### src/rtl/ahblite_dmac_mc_if.sv
// AHB-Lite slave port bundle for the multi-channel DMA front end.
// Master side is the system bus, slave side is the DMA controller.
interface ahblite_dmac_mc_if;
  logic        HSEL;
  logic [31:0] HADDR;
  logic [1:0]  HTRANS;
  logic [2:0]  HSIZE;
  logic [3:0]  HPROT;
  logic        HWRITE;
  logic [31:0] HWDATA;
  logic        HREADY;
  logic        HREADYOUT;
  logic [31:0] HRDATA;
  logic        HRESP;

  modport master (
    output HSEL, HADDR, HTRANS, HSIZE, HPROT,
    output HWRITE, HWDATA, HREADY,
    input  HREADYOUT, HRDATA, HRESP
  );

  modport slave (
    input  HSEL, HADDR, HTRANS, HSIZE, HPROT,
    input  HWRITE, HWDATA, HREADY,
    output HREADYOUT, HRDATA, HRESP
  );
endinterface

### src/rtl/ahblite_dmac_mc.sv
// Multi-channel AHB-Lite DMA front end: descriptor bank, round-robin
// scheduler and engine sequencer. Optional interrupt: `DMAC_IRQ_EN.
module ahblite_dmac_mc #(
  parameter int NCH   = 4,
  parameter int LEN_W = 32
) (
  input  logic             HCLK,
  input  logic             HRESET,
  ahblite_dmac_mc_if.slave ahb,
  input  logic             HMASTERC,
  input  logic             DMAdone,
  input  logic             SLEEPing,
  output logic             DMAstart,
  output logic [31:0]      DMAsrc,
  output logic [31:0]      DMAdst,
  output logic [1:0]       DMAsize,
  output logic [LEN_W-1:0] DMAlen,
  output logic             HMASTERSEL,
  output logic             IRQ
);

  localparam logic [1:0] IDLE       = 2'd0;
  localparam logic [1:0] WAIT_SLEEP = 2'd1;
  localparam logic [1:0] TRANS      = 2'd2;
  localparam logic [1:0] WAIT_WAKE  = 2'd3;

  localparam logic [6:0] STAT_A = 7'h40;
  localparam logic [6:0] INT_A  = 7'h41;
  localparam int CW = (NCH > 1) ? $clog2(NCH) : 1;

  logic [31:0]      src_r  [NCH];
  logic [31:0]      dst_r  [NCH];
  logic [1:0]       size_r [NCH];
  logic [LEN_W-1:0] len_r  [NCH];

  logic [NCH-1:0] pend, intstat, ch_oh, gr_oh;
  logic [NCH-1:0] set_p, clr_p;
  logic [2:0]     grant, last_grant, nxt, ch;
  logic [CW-1:0]  ci, gi;
  logic [1:0]     state, rsel;
  logic [3:0]     cand;
  logic [7:0]     pend8;
  logic           found, done;
  logic           ap_v, ap_w, wr, ch_hit, wr_ok;
  logic [6:0]     ap_a;
  logic [31:0]    rdata;
  logic           unused_ok;

  assign unused_ok = ^{ahb.HSIZE, ahb.HPROT,
                       ahb.HADDR[31:9], ahb.HADDR[1:0]};

  always_ff @(posedge HCLK) begin
    if (HRESET) begin
      ap_v <= 1'b0;
      ap_w <= 1'b0;
      ap_a <= '0;
    end else begin
      ap_v <= ahb.HSEL & ahb.HTRANS[1] & ahb.HREADY;
      ap_w <= ahb.HWRITE;
      ap_a <= ahb.HADDR[8:2];
    end
  end

  assign ch     = ap_a[4:2];
  assign rsel   = ap_a[1:0];
  assign ci     = ch[CW-1:0];
  assign gi     = grant[CW-1:0];
  assign ch_hit = (ap_a[6:5] == 2'b00) && (32'(ch) < NCH);
  assign wr     = ap_v & ap_w;
  // The granted descriptor is frozen until the sequencer is back in IDLE
  assign wr_ok  = wr & ch_hit &
                  ~((state != IDLE) & (ch == grant));
  assign done   = (state == TRANS) & DMAdone;
  assign ch_oh  = NCH'(1) << ch;
  assign gr_oh  = NCH'(1) << grant;
  assign set_p  = (wr_ok && rsel == 2'd3 &&
                   |ahb.HWDATA[LEN_W-1:0]) ? ch_oh : '0;
  assign clr_p  = done ? gr_oh : '0;

  always_ff @(posedge HCLK) begin
    if (HRESET) begin
      for (int i = 0; i < NCH; i++) begin
        src_r[i]  <= '0;
        dst_r[i]  <= '0;
        size_r[i] <= '0;
        len_r[i]  <= '0;
      end
      pend <= '0;
    end else begin
      if (wr_ok) begin
        unique case (1'b1)
          rsel == 2'd0: src_r[ci]  <= ahb.HWDATA;
          rsel == 2'd1: dst_r[ci]  <= ahb.HWDATA;
          rsel == 2'd2: size_r[ci] <= ahb.HWDATA[1:0];
          rsel == 2'd3: len_r[ci]  <= ahb.HWDATA[LEN_W-1:0];
        endcase
      end
      pend <= (pend | set_p) & ~clr_p;
    end
  end

  assign pend8 = 8'(pend);

  // Round-robin: first pending channel after last_grant, wrapping
  always_comb begin
    nxt   = last_grant;
    found = 1'b0;
    cand  = '0;
    for (int i = 1; i <= NCH; i++) begin
      cand = {1'b0, last_grant} + 4'(i);
      if (cand >= 4'(NCH))
        cand = cand - 4'(NCH);
      if (!found && pend8[cand[2:0]]) begin
        nxt   = cand[2:0];
        found = 1'b1;
      end
    end
  end

  always_ff @(posedge HCLK) begin
    if (HRESET) begin
      state      <= IDLE;
      grant      <= '0;
      last_grant <= 3'(NCH - 1);
    end else begin
      unique case (state)
        IDLE: if (found) begin
          grant      <= nxt;
          last_grant <= nxt;
          state      <= WAIT_SLEEP;
        end
        WAIT_SLEEP: if (SLEEPing) state <= TRANS;
        TRANS:      if (DMAdone)  state <= WAIT_WAKE;
        WAIT_WAKE:  if (!SLEEPing) state <= IDLE;
      endcase
    end
  end

`ifdef DMAC_IRQ_EN
  logic [NCH-1:0] w1c;
  assign w1c = (wr && ap_a == INT_A) ?
               ahb.HWDATA[NCH-1:0] : '0;
  always_ff @(posedge HCLK) begin
    if (HRESET) intstat <= '0;
    else        intstat <= (intstat & ~w1c) | clr_p;
  end
  assign IRQ = |intstat;
`else
  assign intstat = '0;
  assign IRQ     = 1'b0;
`endif

  always_comb begin
    rdata = '0;
    if (ap_v && !ap_w) begin
      if (ch_hit) begin
        case (rsel)
          2'd0: rdata = src_r[ci];
          2'd1: rdata = dst_r[ci];
          2'd2: rdata = 32'(size_r[ci]);
          default: rdata = 32'(len_r[ci]);
        endcase
      end else if (ap_a == STAT_A) begin
        rdata = {18'b0, state, 1'b0, grant, pend8};
      end else if (ap_a == INT_A) begin
        rdata = 32'(intstat);
      end
    end
  end

  assign ahb.HRDATA    = rdata;
  assign ahb.HREADYOUT = 1'b1;
  assign ahb.HRESP     = 1'b0;

  assign DMAstart   = (state == WAIT_SLEEP) & SLEEPing;
  assign DMAsrc     = src_r[gi];
  assign DMAdst     = dst_r[gi];
  assign DMAsize    = size_r[gi];
  assign DMAlen     = len_r[gi];
  assign HMASTERSEL = ~((state == TRANS) & HMASTERC);

endmodule
### src/flat_wrapper.sv
// flat-port wrapper written by rule: the top's interface ports become plain ports
module ahblite_dmac_mc_flat 
#(
  parameter int NCH   = 4,
  parameter int LEN_W = 32
)
  (HCLK, HRESET, HMASTERC, DMAdone, SLEEPing, DMAstart, DMAsrc, DMAdst, DMAsize, DMAlen, HMASTERSEL, IRQ, ahb_HSEL, ahb_HADDR, ahb_HTRANS, ahb_HSIZE, ahb_HPROT, ahb_HWRITE, ahb_HWDATA, ahb_HREADY, ahb_HREADYOUT, ahb_HRDATA, ahb_HRESP);
  ahblite_dmac_mc_if ahb_i ();
  input  logic HCLK;
  input  logic HRESET;
  input  logic HMASTERC;
  input  logic DMAdone;
  input  logic SLEEPing;
  output logic DMAstart;
  output logic [31:0] DMAsrc;
  output logic [31:0] DMAdst;
  output logic [1:0] DMAsize;
  output logic [LEN_W-1:0] DMAlen;
  output logic HMASTERSEL;
  output logic IRQ;
  input wire logic [$bits(ahb_i.HSEL)-1:0] ahb_HSEL;
  input wire logic [$bits(ahb_i.HADDR)-1:0] ahb_HADDR;
  input wire logic [$bits(ahb_i.HTRANS)-1:0] ahb_HTRANS;
  input wire logic [$bits(ahb_i.HSIZE)-1:0] ahb_HSIZE;
  input wire logic [$bits(ahb_i.HPROT)-1:0] ahb_HPROT;
  input wire logic [$bits(ahb_i.HWRITE)-1:0] ahb_HWRITE;
  input wire logic [$bits(ahb_i.HWDATA)-1:0] ahb_HWDATA;
  input wire logic [$bits(ahb_i.HREADY)-1:0] ahb_HREADY;
  output wire logic [$bits(ahb_i.HREADYOUT)-1:0] ahb_HREADYOUT;
  output wire logic [$bits(ahb_i.HRDATA)-1:0] ahb_HRDATA;
  output wire logic [$bits(ahb_i.HRESP)-1:0] ahb_HRESP;
  assign ahb_i.HSEL = ahb_HSEL;
  assign ahb_i.HADDR = ahb_HADDR;
  assign ahb_i.HTRANS = ahb_HTRANS;
  assign ahb_i.HSIZE = ahb_HSIZE;
  assign ahb_i.HPROT = ahb_HPROT;
  assign ahb_i.HWRITE = ahb_HWRITE;
  assign ahb_i.HWDATA = ahb_HWDATA;
  assign ahb_i.HREADY = ahb_HREADY;
  assign ahb_HREADYOUT = ahb_i.HREADYOUT;
  assign ahb_HRDATA = ahb_i.HRDATA;
  assign ahb_HRESP = ahb_i.HRESP;
  ahblite_dmac_mc #(.NCH(NCH), .LEN_W(LEN_W)) u_core (.HCLK(HCLK), .HRESET(HRESET), .ahb(ahb_i), .HMASTERC(HMASTERC), .DMAdone(DMAdone), .SLEEPing(SLEEPing), .DMAstart(DMAstart), .DMAsrc(DMAsrc), .DMAdst(DMAdst), .DMAsize(DMAsize), .DMAlen(DMAlen), .HMASTERSEL(HMASTERSEL), .IRQ(IRQ));
endmodule
### config.mk
export PLATFORM = sky130hd
export DESIGN_NAME = ahblite_dmac_mc_flat
export DESIGN_NICKNAME = d
export VERILOG_FILES = /design/src/rtl/ahblite_dmac_mc_if.sv /design/src/rtl/ahblite_dmac_mc.sv /design/src/flat_wrapper.sv
export SDC_FILE = /design/constraint.sdc
export NUM_CORES = 1
export LEC_CHECK = 0
export BUFFER_PORTS_ARGS = -buffer_cell sky130_fd_sc_hd__buf_2
export CAP_MARGIN = 0
export CORE_MARGIN = 4
export CORE_UTILIZATION = 55
export CTS_CLUSTER_SIZE = 20
export DETAILED_ROUTE_END_ITERATION = 10
export HOLD_SLACK_MARGIN = 0.03
export PLACE_DENSITY = 0.82
export SLEW_MARGIN = 10
export SYNTH_ARGS = -nofsm -noshare
export SYNTH_HDL_FRONTEND = slang
export SYNTH_SLANG_ARGS = --single-unit
### constraint.sdc
create_clock -name HCLK -period 7.65 [get_ports HCLK]
set_input_delay 1.53 -clock HCLK [delete_from_list [all_inputs] [get_ports HCLK]]
set_output_delay 1.53 -clock HCLK [all_outputs]
set_load 0.005 [all_outputs]
=== After elaboration in Yosys (flattened, before gate mapping) ===
Memories as Yosys holds them, arrays and structs flattened. A register that Yosys moved wholly into a read port is not among the register bits.
Index checks and enable logic that the tools add are counted.
W data, S select, Z words.

* Input port bits: 81
* RAM bits: 392
* Register bits after elaboration: 21
* Memories kept: 4

{| class="wikitable"
|+ Memories
! memory !! words !! width !! rd ports !! clocked after Yosys merged registers in !! wr ports !! line !! text
|-
| u_core.dst_r || 4 || 32 || 2 || 2 || 4 || ahblite_dmac_mc.sv:32 || <nowiki>logic [31:0] dst_r [NCH];</nowiki>
|-
| u_core.len_r || 4 || 32 || 2 || 2 || 4 || ahblite_dmac_mc.sv:34 || <nowiki>logic [LEN_W-1:0] len_r [NCH];</nowiki>
|-
| u_core.src_r || 4 || 32 || 2 || 2 || 4 || ahblite_dmac_mc.sv:31 || <nowiki>logic [31:0] src_r [NCH];</nowiki>
|-
| u_core.size_r || 4 || 2 || 2 || 2 || 4 || ahblite_dmac_mc.sv:33 || <nowiki>logic [1:0] size_r [NCH];</nowiki>
|}

* Muxes and demuxes: 73
* Bitwise operators: 14
* Reduce and logical (&&, ||, !) cells: 22
* $lt $le $gt $ge: 9
* Add/subtract/negate cells: 8
* Shift operators: 2
* Equal/unequal tests: 12

{| class="wikitable"
|+ Operator list
! cell !! number
|-
| $mux W32 || 5
|-
| $reduce_or A32 Y1 || 4
|-
| $pmux W32 S3 || 1
|-
| $mux W2 || 21
|-
| $mux W1 || 30
|-
| $mux W3 || 8
|-
| $ge A4 B3 Y1 const B || 4
|-
| $lt A3 B4 Y1 const B || 4
|-
| $mux W14 || 1
|-
| $bmux W1 S3 || 4
|-
| $sub A3 B3 Y3 const B || 4
|-
| $and A1 B1 Y1 || 9
|-
| $add A3 B2 Y4 const B || 2
|-
| $eq A2 B2 Y1 const B || 4
|-
| $mux W4 || 2
|-
| $pmux W2 S4 || 1
|-
| $shl A1 B3 Y4 const A || 2
|-
| $eq A7 B7 Y1 const B || 1
|-
| $logic_and A1 B1 Y1 || 7
|-
| $logic_not A2 Y1 || 3
|-
| $ne A2 B2 Y1 const B || 3
|-
| $add A3 B1 Y4 const B || 1
|-
| $add A3 B3 Y4 const B || 1
|-
| $and A4 B4 Y4 || 1
|-
| 12 further kinds || 17
|}

=== Logic depth before layout (Yosys ltp) ===
Gate-level depths: netlist (run 1).

* Word-level depth: 18
* Mapped depth: 10

=== Worst setup path before layout (run 1) ===
No wires, ideal clock.

* Path type: in2reg
* From: input HRESET
* To: memory u_core.len_r[1][0] (enable)
* Path slack: 3.045 ns
* Stages: 3
* Setup time: 0.466 ns
* Path buffers: 0
* Data arrival time: 4.139 ns
* Path through: inv_1 nand4_1 o21ai_0

{| class="wikitable"
|+ RTL lines
! what !! line !! text
|-
| from (decl) || flat_wrapper.sv:10 || <nowiki>input logic HRESET;</nowiki>
|-
| to (decl) || ahblite_dmac_mc.sv:34 ||
|}

=== Worst setup path after layout (run 1) ===
* From: register u_core.ap_a[3]
* To: output ahb_HRDATA[12]

* Cells in the longest elaborated chain, start to end: 4
* Elaborated cells on any way between the ends: 6

{| class="wikitable"
|+ RTL lines
! what !! line !! text
|-
| from (decl) || ahblite_dmac_mc.sv:45 || <nowiki>logic [6:0] ap_a;</nowiki>
|-
| from (signal assigned) || ahblite_dmac_mc.sv:60 || <nowiki>ap_a <= ahb.HADDR[8:2];</nowiki>
|-
| $lt A3 B3 Y1 or $eq A7 B7 Y1 (tied branches) || ahblite_dmac_mc.sv:68, ahblite_dmac_mc.sv:163 ||
|-
| $logic_and A1 B1 Y1 or $mux W14 (tied branches) || ahblite_dmac_mc.sv:68, ahblite_dmac_mc.sv:163 ||
|-
| $mux W32 * || ahblite_dmac_mc.sv:156 || <nowiki>if (ch_hit) begin</nowiki>
|-
| $mux W32 * || ahblite_dmac_mc.sv:155 || <nowiki>if (ap_v && !ap_w) begin</nowiki>
|-
| to (decl) || flat_wrapper.sv:30 || <nowiki>output wire logic [$bits(ahb_i.HRDATA)-1:0] ahb_HRDATA;</nowiki>
|}

Every way passes the cells marked *; elsewhere a longest branch is shown, timed or not.

==> results.ini, run 1 <==
[yosys]
synth_mux_area_frac = 0.228
synth_top_family_by_area = multiplexers
yosys.area_share.simple = 0.140
seq_area_frac_synth = 0.571
synth_adder_area_share = 0.00409
synth_compound_gate_area_share = 0.0242
syn_area_per_cell_um2 = 14.7
async_flop_share = 0
netlist_instances = 1451
yosys_warnings = 0
syn-cell-area_um2 = 21400
ys.flop_type = edfxtp_1
synth_cell_types = 55
synth-seq-cells = 414
synth-edff-count = 392
synth-xor-area-share = 0.00123

[finish]
antennaDiodeCount = 0
instances_no_fill = 2110
mostFrequentLayoutCells = edfxtp_1, and2_1, mux4_2
drive_above_1_share = 0.307
layout_commonest_cell = edfxtp_1
area_delta_synth_final_pct = 11.9
nets = 1654

[die]
die_h_um = 205
dieWidth_um = 205
coreArea_um2 = 38000
start_util = 0.563
rows = 71
dieArea_um2 = 42100
io_pins = 216

[placed_design]
dp_slack_ns = 2.44
hpwlAfterDp_um = 34100
dp.cells = 2032
portBuffers = 179
place_congestion = 0.806

[timing]
worst_pin_slew_ns = 1.21
timing.slew.headroom = 0.195
fmax_mhz = 186
fin_tns_setup_ns = 0
fin_skew_ns = 0.0116
setup_viol = 0
slew_viol_final = 0
worst_slack_ns = 2.28
fin_crit_ns = 5.37
hold_slack_ns = 0.571
hold_violations = 0
rsz0062_at_grt = no
finalCritPeriodShare = 0.703

[setup_path]
r2r_cells = 6
start_kind = register
path_cells = buf_4 > mux4_2 > mux2i_1 > o21ai_0 > a22oi_1 > nor2_1 > buf_2
rrSetupSlack_ns = 3.03
path_max_fanout = 56
critPathSlowestCell = dfxtp_4
r2r-start = u_core.ap_a[4]
criticalPathCategory = register to primary output
crit_path_max_incr_delay_ns = 0.90
end_kind = primary output
timing.rr.end = u_core.src_r[0][19]
critPathLaunch = u_core.ap_a[3]
worstPathArrival_ns = 3.84
cp.required_ns = 6.12

[cts]
htree_levels = 2
cts_inserted_buffers = 43
path_clk_slew_ns = 0.05
cts_tree = done
clk_latency_ns = 0.55
clockBufferDepth = 3
hold_buffers = 0
cts_root_buf = clkbuf_16
clock_sinks = 414
post_cts_buffers = 0
cts_resized = 0

[worst_hold_path]
hold_depth = 2
hold_path_class = register to register
min_from = u_core.grant[0]

[grt]
first_global_vias = 14100
grtUsageTotal = 0.276
antenna_found_initial = 3
grt_max_degree = 99
grt-ovfl-total = 0
grt_pass1_wl_um = 86500

[drt]
num_vias = 13600
wl_um = 58200
wl_per_cell_um = 27.6
ant_nets = 0
first_iter_violations = 1575
viasPerCell = 6.45
drt-pass1-iter-count = 5
drc = 0

[outcome]
status = complete, no violations

[power]
p_comb_frac = 0.077
p_leak_uw = 0.00881
p_sw_uw = 1140
power_density_nw_per_um2 = 206
power_frac_clock = 0.395
ir_drop_v = 0.000181
p_int_uw = 3800
p_sw_frac = 0.230
seqPwrFrac = 0.527

[flow_run]
cap_violations = 0

==> per-stage QoR <==
stage          power, uW  area, um^2   util
6_report            4940       23900  0.630
5_1_grt             5070       23900  0.630
4_1_cts             4950       23900  0.630
3_5_place_dp        3030       22700  0.596
3_3_place_gp        3010       22700  0.596
2_1_floorplan       2870       21400      -
==> synth_stat cells (2+ instances only) <==
master,number,area (um^2)
edfxtp_1,392,11800
and2_1,305,1910
mux4_2,200,4500
nor2_1,129,484
clkbuf_1,91,342
nand2_1,36,135
inv_1,34,128
a21oi_1,32,160
mux2i_1,30,300
dfxtp_1,22,440
buf_2,21,105
o21ai_0,18,90.1
buf_1,14,52.6
nor2b_1,12,75.1
a22oi_1,10,75.1
nor3_1,8,40.0
nor4_1,8,50.1
ha_1,7,87.6
or2_2,7,43.8
buf_4,6,45.0
nand2b_1,6,37.5
nand4_1,5,31.3
o21a_1,5,37.5
a31oi_1,4,25.0
and3b_1,4,35.0
mux2_2,4,45.0
nand3_1,4,20.0
and4_1,3,26.3
xnor2_1,3,26.3
a21o_1,2,15.0
and3_1,2,12.5
conb_1,2,7.51
o31ai_1,2,15.0
or3b_2,2,17.5
==> layer usage <==
metal / vias up / GRT usage / wire, um
li1: 5689 / - / -
met1: 6953 / 0.373 / 21200
met2: 859 / 0.469 / 29400
met3: 109 / 0.0509 / 6280
met4: 6 / 0.0758 / 1290
met5: - / 0 / 35
==> worst max-delay path: cells and delay by family, from the launching register on <==
kind                   cells  cell delay (ns)
AND/OR/NAND/NOR            1             0.14
buffers and inverters      2             0.94
AO/OA/AOI/OAI              2             0.82
multiplexers               2             0.43
flip-flops                 1             0.90
==> cell families (layout without fill, tap and decap cells) <==
kind of cell | count (synthesis) | after routing
buffers and inverters | 167 | 314
and+or+nand+nor | 539 | 539
AOI/OAI and AO/OA | 84 | 84
adders and majority gates | 7 | 7
DFF | 414 | 414
xor gates and xnor gates | 3 | 3
other | 2 | 3
muxes | 235 | 235
==> power by group through the flow <==
stage	logic [uW]	registers (uW)	clock network [uW]
floorplan	250	2620	0
global placement	374	2640	0
detailed placement	381	2650	0
CTS	383	2600	1960
global route	409	2610	2050
finish	382	2600	1950
==> worst max-delay path by stage <==
stage | end | slack, ns | depth (start not counted)
6_report | ahb_HRDATA[12] | 2.28 | 7
5_1_grt | ahb_HRDATA[12] | 2.16 | 7
4_1_cts | ahb_HRDATA[12] | 2.32 | 7
3_5_place_dp | u_core.src_r[0][16] | 2.44 | 6
3_3_place_gp | u_core.src_r[0][19] | 2.51 | 6
2_1_floorplan | u_core.len_r[1][0] | 3.05 | 3
==> final cells by class <==
class	count	area, um^2
sequential	414	12200
clock inverter	27	170
fill	2842	14100
multi-input combinational	871	8580
inverter	34	128
clock buffer	51	1110
timing repair buffer	202	1090
tap	511	639
==> state kept, by name (all words and copies together) (netlist names), named ones only <==
| name | count |
|---|---|
| u_core.ap_a | 7 |
| u_core.ap_v | 1 |
| u_core.ap_w | 1 |
| u_core.last_grant | 3 |
| u_core.len_r | 128 |
| u_core.size_r | 8 |
| u_core.dst_r | 128 |
| u_core.grant | 2 |
| u_core.state | 2 |
| u_core.src_r | 128 |
| u_core.pend | 4 |
No activity file was read; power rests on OpenSTA's default activity.
==> run 2, diff against run 1 <==
clock period = 5.5 ns   (was 7.65 ns; I/O delays follow)
==> run 2 against run 1 <==
Effect of this change: first-iteration DRC count increased by 12%; critical path type unchanged; highest routed layer is now met4; wire length shrank 0.36%; largest cell class unchanged; clock skew increased by 0.00072 ns; flip-flop and latch count stayed put; total power is 41% higher; sequential share of layout area is 0.54 points lower; setup slack got worse by 1.1 ns; global-route usage fell by 0.13 points; sequential power increased by 39%; final area up 1.1%; largest power group unchanged.
==> results.ini, run 2 (synthesis gave the netlist of run 1 again) <==
[timing]
fin_crit_ns = 4.29
finalCritPeriodShare = 0.780
worst_pin_slew_ns = 1.15
timing.slew.headroom = 0.233
setup_viol = 0
rsz0062_at_grt = no
hold_violations = 0
fmax_mhz = 233
fin_skew_ns = 0.0123
hold_slack_ns = 0.559
worst_slack_ns = 1.21
fin_tns_setup_ns = 0
slew_viol_final = 0

[finish]
area_delta_synth_final_pct = 13.1
drive_above_1_share = 0.321
nets = 1678
layout_commonest_cell = edfxtp_1
final_core_util = 0.637
reg.largest.list = u_core.dst_r x128, u_core.len_r x128, u_core.src_r x128
fin_area_um2 = 24200
mostFrequentLayoutCells = edfxtp_1, and2_1, mux4_2

[cts]
clockBufferDepth = 3
htree_levels = 2
clock_sinks = 414
cts_root_buf = clkbuf_16
cts_inserted_buffers = 43
cts_resized = 0
hold_buffers = 0
clk_latency_ns = 0.54
post_cts_buffers = 0
cts_tree = done
path_clk_slew_ns = 0.06

[die]
coreArea_um2 = 38000
dieArea_um2 = 42100
die_h_um = 205
dieWidth_um = 205
rows = 71
start_util = 0.563
io_pins = 216

[placed_design]
portBuffers = 179
placed_cell_area_um2 = 22900
hpwlAfterDp_um = 36300
dp_slack_ns = 1.50
place_congestion = 0.824

[power]
p_int_uw = 5350
p_sw_frac = 0.229
power_frac_clock = 0.400
p_sw_uw = 1590
ir_drop_v = 0.000262
p_comb_frac = 0.078
p_leak_uw = 0.00896
power_density_nw_per_um2 = 287
seqPwrFrac = 0.522

[grt]
first_global_vias = 13900
antenna_found_initial = 0
grt_max_degree = 51
grtUsageTotal = 0.275
grt-ovfl-total = 0
grt_pass1_wl_um = 86200

[setup_path]
crit_path_max_incr_delay_ns = 0.80
crit_family = simple AND/OR/NAND/NOR gates
cp.required_ns = 4.40
path_cells = and2_1 > buf_4 > nand2_1 > o21ai_0 > a22oi_1 > nor2_1 > buf_2
criticalPathCategory = register to primary output
worstPathArrival_ns = 3.19
critPathSlowestCell = and2_1
path_max_fanout = 19
crit_buf_inv = 2
r2r-start = u_core.ap_a[0]
critPathLaunch = u_core.ap_a[0]
start_kind = register
end_kind = primary output

[drt]
drt-pass1-iter-count = 7
ant_nets = 0
viasPerCell = 6.43
drc = 0
num_vias = 13700
wl_um = 58000
first_iter_violations = 1763
wl_per_cell_um = 27.2

[flow_run]
cap_violations = 0

[worst_hold_path]
hold_path_class = register to register
min_from = u_core.grant[0]

[outcome]
status = complete, no violations

## run 2: metal layers
| metal | wire length, um | global-route usage | up-vias |
|---|---|---|---|
| li1 | - | - | 5743 |
| met1 | 20700 | 0.376 | 6990 |
| met2 | 29200 | 0.463 | 855 |
| met3 | 6170 | 0.0459 | 129 |
| met4 | 1850 | 0.0806 | 0 |
| met5 | 0 | 0 | - |
## run 2: worst paths after layout
| kind | endpoint | slack, ns | cells past startpoint |
|---|---|---|---|
| worst min register to register | register | 0.56 | 2 |
| worst max-delay path | ahb_HRDATA[8] | 1.21 | 7 |
| worst min-delay path | register | 0.56 | 2 |
| worst max register to register | u_core.len_r[2][14] | 1.69 | 4 |
## run 2: power groups by stage
stage | sequential (uW) | combinational (uW) | clock (uW)
final | 3620 | 540 | 2780
after global routing | 3630 | 576 | 2940
after CTS | 3620 | 539 | 2790
after detailed placement | 3690 | 536 | 0
after global placement | 3670 | 529 | 0
after floorplan | 3650 | 348 | 0
## run 2: per-stage QoR
| stage | power [uW] | cells |
|---|---|---|
| after floorplan | 4000 | 1452 |
| after global placement | 4200 | 2056 |
| after detailed placement | 4220 | 2056 |
| after CTS | 6950 | 2132 |
| after global routing | 7150 | 2132 |
| final | 6940 | 2133 |
## run 2: area by class of cell
type	count	area, um^2
Clock buffer	49	1140
Fill cell	2747	13800
Antenna cell	1	2.50
Sequential cell	414	12200
Clock inverter	27	188
Timing Repair Buffer	226	1310
Inverter	34	128
Tap cell	511	639
Multi-Input combinational cell	871	8570
## run 2: worst min-delay path: stages (launching register included)
cell and delay (ns):
dfxtp_1 0.36, nand2_1 0.08, a21oi_1 0.07
